$ cat src/rtl/eth_pkg.sv
// Shared constants, FSM state type and byte-select helpers for the ARP frame transmitter.
package eth_pkg;

    localparam logic [7:0]  ETH_PREAMBLE        = 8'h55;
    localparam logic [7:0]  ETH_SFD             = 8'hD5;
    localparam logic [15:0] ETHERTYPE_ARP       = 16'h0806;
    localparam logic [15:0] ARP_OPER_REQ        = 16'h0001;
    localparam logic [15:0] ARP_OPER_REPLY      = 16'h0002;
    localparam logic [31:0] CRC32_INIT          = 32'hFFFFFFFF;
    localparam logic [31:0] CRC32_POLY_REFL     = 32'hEDB88320;
    localparam int          ETH_PREAMBLE_LEN    = 8;
    localparam int          ETH_MIN_PAYLOAD_LEN = 60;
    localparam int          ETH_FCS_LEN         = 4;

    typedef enum logic [2:0] {
        ST_IDLE,
        ST_PREAMBLE,
        ST_DATA,
        ST_FCS,
        ST_IFG
    } tx_state_t;

    // Byte idx of a MAC address, idx 0 being the most significant (first on the wire).
    function automatic logic [7:0] mac_byte(input logic [47:0] mac, input logic [2:0] idx);
        logic [47:0] sh;
        sh = mac << (8 * idx);
        return sh[47:40];
    endfunction

    function automatic logic [7:0] ip_byte(input logic [31:0] ip, input logic [1:0] idx);
        logic [31:0] sh;
        sh = ip << (8 * idx);
        return sh[31:24];
    endfunction

endpackage

$ cat src/rtl/crc32_d8.sv
// Ethernet CRC32, one byte per clock, LSB-first reflected update; crc_out is the complemented FCS value.
module crc32_d8
    import eth_pkg::*;
(
    input  logic        clk,
    input  logic        rst_n,
    input  logic        clr,
    input  logic        en,
    input  logic [7:0]  din,
    output logic [31:0] crc_out
);

    logic [31:0] crc_reg;
    logic [31:0] crc_next;

    always_comb begin
        crc_next = crc_reg;
        for (int i = 0; i < 8; i++) begin
            if (crc_next[0] ^ din[i]) begin
                crc_next = (crc_next >> 1) ^ CRC32_POLY_REFL;
            end else begin
                crc_next = crc_next >> 1;
            end
        end
    end

    always_ff @(posedge clk or negedge rst_n) begin
        if (!rst_n) begin
            crc_reg <= CRC32_INIT;
        end else if (clr) begin
            crc_reg <= CRC32_INIT;
        end else if (en) begin
            crc_reg <= crc_next;
        end
    end

    assign crc_out = ~crc_reg;

endmodule

$ cat src/rtl/eth_arp_tx.sv
// GMII transmitter for Ethernet II / ARP request and reply frames with preamble, padding and FCS,
// start/busy/done handshake, inter-frame gap, PHY reset sequencing and optional periodic auto-send.
module eth_arp_tx
    import eth_pkg::*;
#(
    parameter logic [47:0] SRC_MAC        = 48'h000A3501FEC0,
    parameter logic [31:0] SRC_IP         = 32'hC0A80002,
    parameter int          IFG_CYCLES     = 12,
    parameter int          PHY_RST_CYCLES = 1000,
    parameter int          AUTO_PERIOD    = 0
) (
    input  logic        gmii_tx_clk,
    input  logic        rst_n,
    input  logic        tx_start,
    input  logic        tx_opcode,
    input  logic [47:0] tx_dst_mac,
    input  logic [31:0] tx_dst_ip,
    output logic        tx_busy,
    output logic        tx_done,
    output logic        gmii_tx_en,
    output logic        gmii_tx_er,
    output logic [7:0]  gmii_tx_data,
    output logic        phy_rst_n
);

    localparam logic [15:0] PRE_LAST  = 16'(ETH_PREAMBLE_LEN - 1);
    localparam logic [15:0] DATA_LAST = 16'(ETH_MIN_PAYLOAD_LEN - 1);
    localparam logic [15:0] FCS_LAST  = 16'(ETH_FCS_LEN - 1);
    // The IDLE cycle in which the next request is accepted is the last gap cycle,
    // so the IFG state itself lasts IFG_CYCLES-1 cycles.
    localparam logic [15:0] IFG_LAST  = 16'(IFG_CYCLES - 2);
    localparam logic [31:0] PHY_LAST  = 32'(PHY_RST_CYCLES - 1);

    tx_state_t   state_reg, state_next;
    logic [15:0] cnt_reg, cnt_next;
    logic        accept;
    logic        pending_reg, pending_next;
    logic        auto_tick;
    logic        op_reg;
    logic [47:0] mac_reg;
    logic [31:0] ip_reg;
    logic [31:0] phy_cnt_reg;
    logic        phy_rst_n_reg;
    logic        tx_en_reg, tx_busy_reg, tx_done_reg;
    logic [7:0]  tx_data_reg;
    logic [7:0]  byte_next, data_byte, fcs_byte;
    logic [15:0] oper;
    logic [5:0]  di;
    logic [31:0] crc_out;
    logic [31:0] crc_shift;

    // PHY reset: held low for PHY_RST_CYCLES clocks after rst_n release, then high for good.
    always_ff @(posedge gmii_tx_clk or negedge rst_n) begin
        if (!rst_n) begin
            phy_cnt_reg   <= '0;
            phy_rst_n_reg <= 1'b0;
        end else if (!phy_rst_n_reg) begin
            if (phy_cnt_reg == PHY_LAST) begin
                phy_rst_n_reg <= 1'b1;
            end else begin
                phy_cnt_reg <= phy_cnt_reg + 32'd1;
            end
        end
    end

    if (AUTO_PERIOD > 0) begin : g_auto
        localparam logic [31:0] AUTO_LAST = 32'(AUTO_PERIOD - 1);
        logic [31:0] auto_cnt_reg;

        assign auto_tick = phy_rst_n_reg && (auto_cnt_reg == AUTO_LAST);

        always_ff @(posedge gmii_tx_clk or negedge rst_n) begin
            if (!rst_n) begin
                auto_cnt_reg <= '0;
            end else if (!phy_rst_n_reg || auto_tick) begin
                auto_cnt_reg <= '0;
            end else begin
                auto_cnt_reg <= auto_cnt_reg + 32'd1;
            end
        end
    end else begin : g_no_auto
        assign auto_tick = 1'b0;
    end

    assign pending_next = (pending_reg && !accept) || auto_tick;

    always_comb begin
        state_next = state_reg;
        cnt_next   = cnt_reg;
        accept     = 1'b0;
        case (state_reg)
            ST_IDLE: begin
                if (phy_rst_n_reg && (tx_start || pending_reg)) begin
                    accept     = 1'b1;
                    state_next = ST_PREAMBLE;
                    cnt_next   = '0;
                end
            end
            ST_PREAMBLE: begin
                if (cnt_reg == PRE_LAST) begin
                    state_next = ST_DATA;
                    cnt_next   = '0;
                end else begin
                    cnt_next = cnt_reg + 16'd1;
                end
            end
            ST_DATA: begin
                if (cnt_reg == DATA_LAST) begin
                    state_next = ST_FCS;
                    cnt_next   = '0;
                end else begin
                    cnt_next = cnt_reg + 16'd1;
                end
            end
            ST_FCS: begin
                if (cnt_reg == FCS_LAST) begin
                    state_next = ST_IFG;
                    cnt_next   = '0;
                end else begin
                    cnt_next = cnt_reg + 16'd1;
                end
            end
            ST_IFG: begin
                if (cnt_reg == IFG_LAST) begin
                    state_next = ST_IDLE;
                    cnt_next   = '0;
                end else begin
                    cnt_next = cnt_reg + 16'd1;
                end
            end
            default: begin
                state_next = ST_IDLE;
                cnt_next   = '0;
            end
        endcase
    end

    // Field mux: payload byte di of the frame that will be on the wire next cycle.
    assign di   = cnt_next[5:0];
    assign oper = op_reg ? ARP_OPER_REPLY : ARP_OPER_REQ;

    always_comb begin
        data_byte = 8'h00;
        if (di < 6'd6) begin
            data_byte = op_reg ? mac_byte(mac_reg, di[2:0]) : 8'hFF;
        end else if (di < 6'd12) begin
            data_byte = mac_byte(SRC_MAC, 3'(di - 6'd6));
        end else if (di == 6'd12) begin
            data_byte = ETHERTYPE_ARP[15:8];
        end else if (di == 6'd13) begin
            data_byte = ETHERTYPE_ARP[7:0];
        end else if (di == 6'd15) begin
            data_byte = 8'h01;
        end else if (di == 6'd16) begin
            data_byte = 8'h08;
        end else if (di == 6'd18) begin
            data_byte = 8'h06;
        end else if (di == 6'd19) begin
            data_byte = 8'h04;
        end else if (di == 6'd20) begin
            data_byte = oper[15:8];
        end else if (di == 6'd21) begin
            data_byte = oper[7:0];
        end else if (di >= 6'd22 && di < 6'd28) begin
            data_byte = mac_byte(SRC_MAC, 3'(di - 6'd22));
        end else if (di >= 6'd28 && di < 6'd32) begin
            data_byte = ip_byte(SRC_IP, 2'(di - 6'd28));
        end else if (di >= 6'd32 && di < 6'd38) begin
            data_byte = op_reg ? mac_byte(mac_reg, 3'(di - 6'd32)) : 8'h00;
        end else if (di >= 6'd38 && di < 6'd42) begin
            data_byte = ip_byte(ip_reg, 2'(di - 6'd38));
        end
    end

    assign crc_shift = crc_out >> (8 * cnt_next[1:0]);
    assign fcs_byte  = crc_shift[7:0];

    always_comb begin
        byte_next = 8'h00;
        case (state_next)
            ST_PREAMBLE: byte_next = (cnt_next == PRE_LAST) ? ETH_SFD : ETH_PREAMBLE;
            ST_DATA:     byte_next = data_byte;
            ST_FCS:      byte_next = fcs_byte;
            default:     byte_next = 8'h00;
        endcase
    end

    // The CRC absorbs each payload byte at the same edge that registers it onto the bus,
    // so the complete FCS is ready for the first FCS byte.
    crc32_d8 u_crc (
        .clk     (gmii_tx_clk),
        .rst_n   (rst_n),
        .clr     (state_next == ST_PREAMBLE),
        .en      (state_next == ST_DATA),
        .din     (byte_next),
        .crc_out (crc_out)
    );

    always_ff @(posedge gmii_tx_clk or negedge rst_n) begin
        if (!rst_n) begin
            state_reg   <= ST_IDLE;
            cnt_reg     <= '0;
            pending_reg <= 1'b0;
            op_reg      <= 1'b0;
            mac_reg     <= '0;
            ip_reg      <= '0;
            tx_en_reg   <= 1'b0;
            tx_data_reg <= 8'h00;
            tx_busy_reg <= 1'b0;
            tx_done_reg <= 1'b0;
        end else begin
            state_reg   <= state_next;
            cnt_reg     <= cnt_next;
            pending_reg <= pending_next;
            tx_en_reg   <= (state_next == ST_PREAMBLE) || (state_next == ST_DATA) ||
                           (state_next == ST_FCS);
            tx_data_reg <= byte_next;
            tx_busy_reg <= (state_next != ST_IDLE);
            tx_done_reg <= (state_reg == ST_FCS) && (state_next == ST_IFG);
            if (accept) begin
                // An auto-send request (no tx_start) is always an ARP request.
                op_reg  <= tx_start ? tx_opcode : 1'b0;
                mac_reg <= tx_dst_mac;
                ip_reg  <= tx_dst_ip;
            end
        end
    end

    assign gmii_tx_en   = tx_en_reg;
    assign gmii_tx_er   = 1'b0;
    assign gmii_tx_data = tx_data_reg;
    assign tx_busy      = tx_busy_reg;
    assign tx_done      = tx_done_reg;
    assign phy_rst_n    = phy_rst_n_reg;

endmodule

$ cat config.mk
export PLATFORM = sky130hd
export DESIGN_NAME = eth_arp_tx
export DESIGN_NICKNAME = d
export VERILOG_FILES = /design/src/rtl/eth_pkg.sv /design/src/rtl/crc32_d8.sv /design/src/rtl/eth_arp_tx.sv
export SDC_FILE = /design/constraint.sdc
export NUM_CORES = 1
export LEC_CHECK = 0
export ABC_AREA = 0
export BUFFER_PORTS_ARGS = -buffer_cell sky130_fd_sc_hd__buf_2
export CAP_MARGIN = 20
export CORE_UTILIZATION = 45
export DETAILED_ROUTE_END_ITERATION = 16
export PLACE_DENSITY = 0.61
export SLEW_MARGIN = 20
export SYNTH_ARGS = -nofsm -noshare
export SYNTH_HDL_FRONTEND = slang
export SYNTH_SLANG_ARGS = --single-unit
$ cat constraint.sdc
create_clock -name gmii_tx_clk -period 6.3 [get_ports gmii_tx_clk]
set_input_delay 0.315 -clock gmii_tx_clk [delete_from_list [all_inputs] [get_ports gmii_tx_clk]]
set_output_delay 0.315 -clock gmii_tx_clk [all_outputs]
set_load 0.03 [all_outputs]
==> out/results.tsv, run 1 <==
stage	metric	value	unit
status	status	complete, but fails checks	
status	failing checks	hold timing	
setup_path	Worst R2R End	u_crc.crc_reg[21]$_DFFE_PN1P_	
power	sequential fraction of design power	0.507	
finish	max reg flops	48	
setup_path	Arrival @ worst endpoint	6.17	ns
finish	commonest non-fill, non-tap cell in the layout	dfrtp_1	
synthesis	Synthesis Warnings	0	
die	die height	154	um
sta	post-route clock period utilization	0.921	
setup_path	crit start category	flop	
sta	Slew Limit Fails	0	
clock_tree	# clock sinks	177	
power	Clock power frac	0.471	
sta	minimum clock period	5.80	ns
setup_path	slowest cell delay on critical path	0.57	ns
synthesis	Mapped Nets	1104	
power	Cell Pwr Density	189	mW/mm2
sta	Worst Tran Pin Value	1.08	ns
place	gpl congestion	0.936	
synthesis	register area share after synthesis	0.428	
global_route	largest net degree at the start of global routing	108	
clock_tree	Post-CTS Setup Bufs	0	
die	IO Pins	97	
place	IO Port Bufs	95	
setup_path	Crit Reg-Reg Startpoint	cnt_reg[8]$_DFF_PN0_	
global_route	gr usage total	0.240	
synthesis	Synth Register Bits	177	
die	Initial Util	0.460	
setup_path	CP cell instances	nor4_2, and3_4, or3_1, a41oi_4, ha_1, or2_2, a21oi_1, nand4_1, o211ai_1, o21ai_1, a221oi_1, o221ai_2, xnor2_2, xnor2_2, xnor3_1, o22a_1	
synthesis	count of cell types in the netlist	103	
clock_tree	CTS max path bufs	2	
sta	hold slack	-0.0172	ns
clock_tree	Clock transition at path regs	0.09	ns
sta	post-layout worst setup margin	0.500	ns
sta	Fmax	172	MHz
route	# DRC	0	
synthesis	Post-synth EDFFs	0	
power	Max VDD drop	0.159	mV
place	dpl ws	0.576	ns
setup_path	setup slack, reg-to-reg	0.50	ns
clock_tree	CTS buffer count	17	
power	combinational share of power	0.022	
finish	share of cells above drive strength 1	0.291	
sta	relative max-transition margin	0.281	
power	sw frac	0.249	
clock_tree	Post-CTS Resized	0	
finish	P&R area growth vs syn	13.2	%
power	LEAKAGE	5.29	nW
sta	Setup Viol. Count Final	0	
route	wire per inst	19.8	um
clock_tree	worst skew pair latency	0.45	ns
global_route	GR Overflow Total	0	
power	Pint	0.00168	W
synthesis	synthesized cell area	0.0105	mm2
hold_path	Hold WC Path Type	in2async	
die	Die ar.	0.0238	mm2
clock_tree	CTS Hold Bufs	0	
synthesis	Most used DFF post-synth	dfrtp_1	
setup_path	Req. time, crit path	6.67	ns
finish	ANT cells	0	
synthesis	Post-Synthesis Cells	1012	
sta	Post-Route Setup TNS	0	ns
finish	fin nets	1196	
sta	RSZ-0062 raised after global routing	no	
synthesis	Mapped Avg Cell Area	10.3	um2
setup_path	crit path capture type	flop	
global_route	vias in the first global route	8025	
sta	worst-case clock skew	0.0198	ns
synthesis	fraction of registers with async set/reset	1.00	
setup_path	crit path max fanout	15	
route	drt total wl	27.8	mm
die	row cnt	55	
power	sw power	0.000557	W
setup_path	worst reg2reg path depth	16	
clock_tree	depth of the CTS H-tree	4	
route	drt first pass iters	5	
run	Max-Cap Viols	0	
setup_path	Slowest-stage cell, CP	or3_1	
route	ANT nets after route	0	
global_route	first-pass GRT wire length	44.5	mm
clock_tree	CTS Root Cell	clkbuf_16	
die	core box area	0.0227	mm2
place	Final HPWL DP	20.1	mm
finish	most frequent cells in the layout	145 x dfrtp_1, 94 x buf_2, 84 x nand2_1, 84 x mux2_2, 68 x xnor2_1	
finish	final core occ	0.521	
setup_path	most used cell along the critical path	xnor2_2	
die	Die W	154	um
sta	final hold violation count	12	
global_route	initial antenna violation count	1	
route	vias	8134	
route	Initial DRC Count	519	
clock_tree	CTS tree	done	
setup_path	crit path kind	reg2reg	
route	drt via density	5.80	
-- synthesized netlist by cell type (4+ instances only) --
library cell | instances | area [um2]
a311oi_1 | 4 | 35.0
or2_2 | 5 | 31.3
o221a_2 | 4 | 45.0
nor2_1 | 68 | 255
o31ai_1 | 7 | 52.6
a31oi_1 | 8 | 50.1
o22ai_1 | 6 | 37.5
a211oi_1 | 8 | 60.1
nand3_1 | 39 | 195
nand4_1 | 18 | 113
buf_2 | 9 | 45.0
a21boi_0 | 4 | 30.0
buf_6 | 4 | 45.0
xnor2_1 | 68 | 596
and3_1 | 22 | 138
o211ai_1 | 7 | 52.6
buf_4 | 8 | 60.1
clkbuf_1 | 27 | 101
mux2i_1 | 29 | 290
o21ai_1 | 5 | 25.0
nor4_1 | 13 | 81.3
inv_1 | 16 | 60.1
nand2_1 | 84 | 315
and4_1 | 5 | 43.8
nor3_2 | 4 | 40.0
a21oi_1 | 51 | 255
a21o_1 | 7 | 52.6
or3_1 | 9 | 56.3
xor2_1 | 27 | 236
nand2b_1 | 7 | 43.8
and2_1 | 11 | 68.8
o21ai_0 | 31 | 155
o22a_1 | 9 | 78.8
dfstp_2 | 32 | 841
nor3_1 | 16 | 80.1
ha_1 | 8 | 100
dfrtp_1 | 145 | 3630
mux2_2 | 84 | 946
-- logic make-up (layout without fill, tap and decap cells) --
family | Yosys count | in the layout | synth area share
AND/OR/NAND/NOR | 328 | 328 | 0.165
AO/OA/AOI/OAI | 211 | 211 | 0.149
flip-flops | 177 | 177 | 0.428
multiplexers | 116 | 116 | 0.125
XOR/XNOR | 101 | 101 | 0.0912
buffers and inverters | 70 | 175 | 0.0323
adder cells (fa/ha/maj) | 8 | 8 | 0.00958
other | 1 | 1 | 0.000359
-- power groups by stage --
stage	sequential (W)	clock, W	combinational (W)
after detailed placement	0.00116	0	0.0000503
after global routing	0.00114	0.00112	0.0000557
final	0.00114	0.00106	0.0000483
after floorplan	0.00116	0	0.00000169
after CTS	0.00114	0.00108	0.0000503
after global placement	0.00116	0	0.0000500
-- stage by stage --
step	cells	power, W	instance area (um2)	hold slack [ns]
finish	1402	0.00224	11800	-0.0172
global placement	1370	0.00121	11300	0.470
global route	1402	0.00232	11800	0.0742
floorplan	1012	0.00116	10500	0.0194
detailed placement	1370	0.00121	11300	0.470
CTS	1402	0.00226	11800	0.0282
-- per-layer routing --
| metal | global-route usage | vias to the layer above | part of all wire |
|---|---|---|---|
| met5 | 0 | - | 0.00047 |
| met4 | 0.0806 | 2 | 0.021 |
| met3 | 0.0403 | 41 | 0.059 |
| met2 | 0.368 | 265 | 0.45 |
| met1 | 0.346 | 3940 | 0.47 |
| li1 | - | 3886 | - |
-- cell type report --
class                   count  area, um2
fillers                  2079      10900
repair buffers            123        692
flip-flops and latches    177       4470
multi-input cells         765       5660
well taps                 285        357
clock inverters            14        145
clock buffers              18        429
inverters                  20       77.6
-- how the worst max path moves through the flow --
stage / startpoint / end / slack (ns) / depth (start not counted)
finish: cnt_reg[8]$_DFF_PN0_ / u_crc.crc_reg[21]$_DFFE_PN1P_ / 0.50 / 16
global route: cnt_reg[8]$_DFF_PN0_ / u_crc.crc_reg[21]$_DFFE_PN1P_ / 0.10 / 16
CTS: cnt_reg[8]$_DFF_PN0_ / u_crc.crc_reg[21]$_DFFE_PN1P_ / 0.57 / 16
detailed placement: cnt_reg[9]$_DFF_PN0_ / u_crc.crc_reg[21]$_DFFE_PN1P_ / 0.58 / 16
global placement: cnt_reg[9]$_DFF_PN0_ / u_crc.crc_reg[21]$_DFFE_PN1P_ / 0.82 / 16
floorplan: state_reg[1]$_DFF_PN0_ / u_crc.crc_reg[21]$_DFFE_PN1P_ / 1.20 / 20
-- critical path: cells and delay by family (launching register included) --
family          cells  cell delay, ns
compound gates      7            2.05
xor+xnor            3            1.07
flops               1            0.45
fa+ha+maj           1            0.50
simple gates        5            1.64
Note: power is estimated with default switching activity, not from simulation.
==> run 2: changes to the inputs <==
REMOVE_ABC_BUFFERS = 1   (was unset)
==> out/results.tsv, run 2 (synthesized netlist as in run 1, its figures left out) <==
stage	metric	value	unit	change
status	status	complete, but fails checks		
status	failing checks	hold timing		
die	Die W	154	um	unchanged
sta	Post-Route Setup TNS	0	ns	unchanged
global_route	gr usage total	0.241		+0.000868
die	Die ar.	0.0238	mm2	unchanged
sta	relative max-transition margin	0.360		+0.0795
finish	Final Non-Filler Cells	1405		+0.21%
place	Final HPWL DP	20.3	mm	+0.89%
sta	Setup Viol. Count Final	0		unchanged
route	drt total wl	27.6	mm	-0.44%
setup_path	crit path kind	reg2reg		
clock_tree	# clock sinks	177		unchanged
finish	share of cells above drive strength 1	0.293		+0.00190
power	sw power	0.000557	W	-0.15%
finish	P&R area growth vs syn	13.5	%	
clock_tree	CTS buffer count	17		unchanged
global_route	largest net degree at the start of global routing	102		-5.6%
place	DP Cell Count	1373		+0.22%
die	die height	154	um	unchanged
clock_tree	depth of the CTS H-tree	4		unchanged
power	Max VDD drop	0.171	mV	+7.4%
finish	max reg flops	48		unchanged
setup_path	crit path max fanout	16		+1
clock_tree	CTS Root Cell	clkbuf_16		
power	sequential fraction of design power	0.506		about the same
clock_tree	CTS tree	done		
clock_tree	worst skew pair latency	0.44	ns	about the same
setup_path	Req. time, crit path	6.66	ns	about the same
power	combinational share of power	0.021		about the same
place	gpl congestion	0.911		-2.6%
route	ANT nets after route	0		unchanged
power	sw frac	0.248		-0.00114
global_route	initial antenna violation count	0		-1
sta	hold slack	-0.0357	ns	-0.0185 ns
sta	RSZ-0062 raised after global routing	no		
setup_path	crit path capture type	flop		
finish	commonest non-fill, non-tap cell in the layout	dfrtp_1		
place	IO Port Bufs	95		unchanged
setup_path	Arrival @ worst endpoint	5.87	ns	-0.30 ns
power	LEAKAGE	5.31	nW	+0.42%
die	IO Pins	97		unchanged
setup_path	worst reg2reg path depth	16		unchanged
finish	fin nets	1199		+0.25%
route	vias	8232		+1.2%
power	Cell Pwr Density	189	mW/mm2	about the same
finish	fill cell count	2107		+1.3%
power	Pint	0.00169	W	+0.46%
sta	worst-case clock skew	0.0167	ns	-0.00315 ns
route	wire per inst	19.7	um	-0.65%
sta	post-route clock period utilization	0.876		-0.0449
die	core box area	0.0227	mm2	unchanged
hold_path	Hold WC Path Type	in2async		
route	drt via density	5.86		+0.99%
clock_tree	CTS max path bufs	2		unchanged
global_route	vias in the first global route	8058		+0.41%
setup_path	crit start category	flop		
finish	most frequent cells in the layout	145 x dfrtp_1, 94 x buf_2, 84 x nand2_1, 84 x mux2_2, 68 x xnor2_1		
sta	Slew Limit Fails	0		unchanged
die	Initial Util	0.460		unchanged
clock_tree	Post-CTS Setup Bufs	0		unchanged
sta	minimum clock period	5.52	ns	-0.283 ns
route	# DRC	0		unchanged
power	Clock power frac	0.473		+0.002
clock_tree	Post-CTS Resized	0		unchanged
global_route	first-pass GRT wire length	45.1	mm	+1.4%
clock_tree	Clock transition at path regs	0.08	ns	about the same
clock_tree	CTS Hold Bufs	0		unchanged
sta	final hold violation count	19		+7
route	Initial DRC Count	686		+32%
run	Max-Cap Viols	0		unchanged
route	drt first pass iters	5		unchanged
die	row cnt	55		unchanged
sta	Fmax	181	MHz	+5.1%
sta	Worst Tran Pin Value	0.960	ns	-0.119 ns
finish	ANT cells	0		unchanged
global_route	GR Overflow Total	0		unchanged
run 2: power groups by stage:
| stage | clock (W) | sequential [W] | combinational [W] |
|---|---|---|---|
| after global placement | 0 | 0.00116 | 0.0000503 |
| after detailed placement | 0 | 0.00116 | 0.0000506 |
| final | 0.00106 | 0.00114 | 0.0000483 |
| after CTS | 0.00108 | 0.00114 | 0.0000508 |
| after global routing | 0.00113 | 0.00114 | 0.0000560 |
| after floorplan | 0 | 0.00116 | 0.00000120 |
run 2: metal layers:
metal  track usage  vias up  wire, um
met3        0.0454       35      1340
met2         0.379      253     12700
met1         0.347     4049     13100
li1              -     3895         -
met5             0        -         0
met4        0.0533        0       462
run 2: final cells by class:
cell class	count	area [um2]	area share
clock buffer	18	429	0.0362
clock inverter	14	159	0.0134
inverter	20	77.6	0.00654
multi-input combinational	765	5660	0.477
sequential	177	4470	0.377
tap	285	357	0.0301
timing repair buffer	126	714	0.0602
run 2: worst max-delay path, cell delays in order (launching register included):
cell and delay, ns:
dfrtp_1 0.38, o21ai_1 0.57, and2_1 0.61, a211oi_1 0.18, a31oi_2 0.24, ha_1 0.37
or2_2 0.32, a21oi_1 0.14, nand4_1 0.11, o211ai_1 0.28, o21ai_1 0.16, a221oi_1 0.50
o221ai_2 0.38, xnor2_2 0.45, xnor2_2 0.20, xnor3_1 0.36, o22a_1 0.18
run 2: final timing paths:
check,slack [ns],to,from
hold / removal,-0.04,op_reg$_DFFE_PN0P_,rst_n
max in group asynchronous,4.83,gmii_tx_data[4]$_DFF_PN0_,rst_n
hold reg to reg,0.48,phy_cnt_reg[31]$_DFFE_PN0P_,phy_cnt_reg[31]$_DFFE_PN0P_
setup reg to reg,0.78,u_crc.crc_reg[21]$_DFFE_PN1P_,pending_reg$_DFF_PN0_
setup / recovery,0.78,u_crc.crc_reg[21]$_DFFE_PN1P_,pending_reg$_DFF_PN0_
min in group gmii_tx_clk,0.10,ip_reg[22]$_DFFE_PN0P_,tx_dst_ip[22]
run 2: metrics by stage:
step / worst slack, ns / cell area (um2) / util / power (W)
global route: 0.375 / 11900 / 0.523 / 0.00232
finish: 0.784 / 11900 / 0.523 / 0.00225
detailed placement: 0.811 / 11300 / 0.497 / 0.00121
floorplan: -1.25 / 10200 / - / 0.00116
CTS: 0.882 / 11900 / 0.523 / 0.00227
global placement: 0.950 / 11300 / 0.497 / 0.00121
==> run 3: changes to the inputs <==
CELL_PAD_IN_SITES_DETAIL_PLACEMENT = 0   (was unset)
CELL_PAD_IN_SITES_GLOBAL_PLACEMENT = 2   (was unset)
CORE_UTILIZATION = 39   (was 45)
PLACE_DENSITY = 0.78   (was 0.61)
==> out/results.tsv, run 3 (synthesized netlist as in run 1, its figures left out) <==
stage	metric	value	unit	change
status	status	complete, but fails checks		
status	failing checks	DRC		
sta	Setup Viol. Count Final	0		unchanged
finish	ANT cells	0		unchanged
setup_path	crit path max fanout	20		+4
die	die height	166	um	+7.3%
global_route	GR Overflow Total	0		unchanged
clock_tree	CTS tree	done		
power	Pint	0.00173	W	+2.3%
finish	most frequent cells in the layout	145 x dfrtp_1, 94 x buf_2, 84 x nand2_1, 84 x mux2_2, 68 x xnor2_1		
finish	share of cells above drive strength 1	0.290		-0.00317
route	ANT nets after route	0		unchanged
clock_tree	Post-CTS Setup Bufs	0		unchanged
clock_tree	# clock sinks	177		unchanged
power	sequential fraction of design power	0.493		-0.013
setup_path	worst reg2reg path depth	16		unchanged
power	Max VDD drop	0.152	mV	-11%
finish	P&R area growth vs syn	14.1	%	
setup_path	Arrival @ worst endpoint	6.21	ns	+0.34 ns
clock_tree	depth of the CTS H-tree	4		unchanged
finish	fill cell count	2491		+18%
sta	Post-Route Setup TNS	0	ns	unchanged
finish	Final Non-Filler Cells	1450		+3.2%
setup_path	CP startpoint	cnt_reg[2]$_DFF_PN0_		
setup_path	Crit Reg-Reg Startpoint	cnt_reg[2]$_DFF_PN0_		
route	Initial DRC Count	730		+6.4%
global_route	first-pass GRT wire length	47.2	mm	+4.6%
setup_path	setup slack, reg-to-reg	0.45	ns	-0.33 ns
hold_path	Hold WC Path Type	in2reg		
setup_path	crit path kind	reg2reg		
power	Clock power frac	0.485		+0.012
finish	commonest non-fill, non-tap cell in the layout	dfrtp_1		
place	Final HPWL DP	21.2	mm	+4.7%
power	combinational share of power	0.022		about the same
die	core box area	0.0262	mm2	+15%
sta	Slew Limit Fails	0		unchanged
global_route	vias in the first global route	8249		+2.4%
die	Die W	166	um	+7.3%
route	wire per inst	20.1	um	+2.1%
sta	Worst Tran Pin Value	0.987	ns	+0.0271 ns
clock_tree	worst skew pair latency	0.44	ns	about the same
sta	final hold violation count	0		-19
place	dpl ws	0.559	ns	-0.252 ns
finish	max reg flops	48		unchanged
power	Cell Pwr Density	193	mW/mm2	+2.1%
setup_path	crit start category	flop		
global_route	initial antenna violation count	1		+1
route	drt first pass iters	11		+6
die	Die ar.	0.0275	mm2	+15%
route	drt via density	5.68		-3.0%
run	Max-Cap Viols	0		unchanged
place	DP Cell Count	1417		+3.2%
finish	fin nets	1194		-0.42%
route	# DRC	5		+5
setup_path	crit path capture type	flop		
clock_tree	Clock transition at path regs	0.08	ns	about the same
sta	minimum clock period	5.85	ns	+0.334 ns
sta	worst-case clock skew	0.0183	ns	+0.00163 ns
setup_path	Worst R2R End	u_crc.crc_reg[21]$_DFFE_PN1P_		
sta	post-layout worst setup margin	0.450	ns	-0.334 ns
route	vias	8238		+0.073%
global_route	gr usage total	0.219		-0.0222
global_route	largest net degree at the start of global routing	79		-23%
power	sw frac	0.249		+0.00143
sta	Fmax	171	MHz	-5.7%
place	gpl congestion	0.850		-6.7%
die	row cnt	59		+7.3%
die	IO Pins	97		unchanged
sta	post-route clock period utilization	0.929		+0.0530
sta	relative max-transition margin	0.342		-0.0181
clock_tree	CTS max path bufs	2		unchanged
hold_path	hold depth	2		
route	drt total wl	29.1	mm	+5.4%
clock_tree	CTS Root Cell	clkbuf_16		
place	IO Port Bufs	95		unchanged
finish	final core occ	0.455		-0.0676
clock_tree	CTS buffer count	17		unchanged
power	LEAKAGE	5.30	nW	-0.23%
sta	RSZ-0062 raised after global routing	no		
setup_path	Req. time, crit path	6.66	ns	about the same
hold_path	Hold EP	ip_reg[22]$_DFFE_PN0P_		
power	total design power	0.00230	W	+2.5%
die	Initial Util	0.399		-0.0614
power	sw power	0.000574	W	+3.1%
hold_path	min-delay src	tx_dst_ip[22]		
==> run 3: changes by cell type in the layout (fill, tap and decap cells not counted), sizes merged <==
| cell | delta |
|---|---|
| clkinv | +2 |
| dlygate4sd3 | +1 |
| inv | -2 |
| buf | -6 |
| clkbuf | -1 |
| bufinv | +1 |
==> run 3: metal layers <==
metal / GRT usage / vias to the layer above / wire [um] / part of all wire
li1: - / 3883 / - / -
met1: 0.307 / 4018 / 13700 / 0.47
met2: 0.343 / 296 / 13100 / 0.45
met3: 0.0432 / 39 / 1820 / 0.063
met4: 0.0638 / 2 / 499 / 0.017
met5: 0 / - / 8 / 0.00027
==> run 3: worst max-delay path by stage <==
stage | endpoint
floorplan | u_crc.crc_reg[21]$_DFFE_PN1P_
global placement | u_crc.crc_reg[21]$_DFFE_PN1P_
detailed placement | u_crc.crc_reg[21]$_DFFE_PN1P_
CTS | u_crc.crc_reg[21]$_DFFE_PN1P_
global route | u_crc.crc_reg[21]$_DFFE_PN1P_
finish | u_crc.crc_reg[21]$_DFFE_PN1P_
==> run 3: power groups by stage <==
| stage | Sequential (W) | Combinational (W) | Clock [W] |
|---|---|---|---|
| 5_1_grt | 0.00114 | 0.0000584 | 0.00119 |
| 3_5_place_dp | 0.00116 | 0.0000521 | 0 |
| 6_report | 0.00114 | 0.0000505 | 0.00112 |
| 3_3_place_gp | 0.00116 | 0.0000522 | 0 |
| 2_1_floorplan | 0.00116 | 0.00000120 | 0 |
| 4_1_cts | 0.00114 | 0.0000530 | 0.00115 |
==> run 3: through the flow <==
step | hold slack, ns | instance area, um2
2_1_floorplan | 0.0194 | 10200
3_3_place_gp | 0.269 | 11300
3_5_place_dp | 0.263 | 11300
4_1_cts | 0.0749 | 11900
5_1_grt | 0.0812 | 11900
6_report | 0.0972 | 11900
==> run 3: critical path: stages, from the launching register on <==
cell     delay, ns
dfrtp_1       0.55
nor4b_2       0.44
a21oi_2       0.15
nor2_2        0.56
a41oi_4       0.22
buf_4         0.28
inv_2         0.28
o211a_1       0.34
nand2_1       0.27
o31ai_1       0.62
nor2_1        0.08
a311o_1       0.38
nor3_2        0.47
xor2_4        0.24
xnor2_2       0.32
xnor3_1       0.36
o22a_1        0.18
==> run 3: cell type report <==
class / instances / area, um2 / share of cell area
clock inverter: 15 / 190 / 0.0160
multi-input combinational: 765 / 5660 / 0.475
clock buffer: 17 / 425 / 0.0357
sequential: 177 / 4470 / 0.375
tap: 335 / 419 / 0.0352
inverter: 20 / 77.6 / 0.00651
timing repair buffer: 121 / 679 / 0.0570
==> run 3: timing repair <==
action,in CTS,in global routing
hold endpoints to repair,22,0
gates resized for setup,0,0
hold buffers,1,0
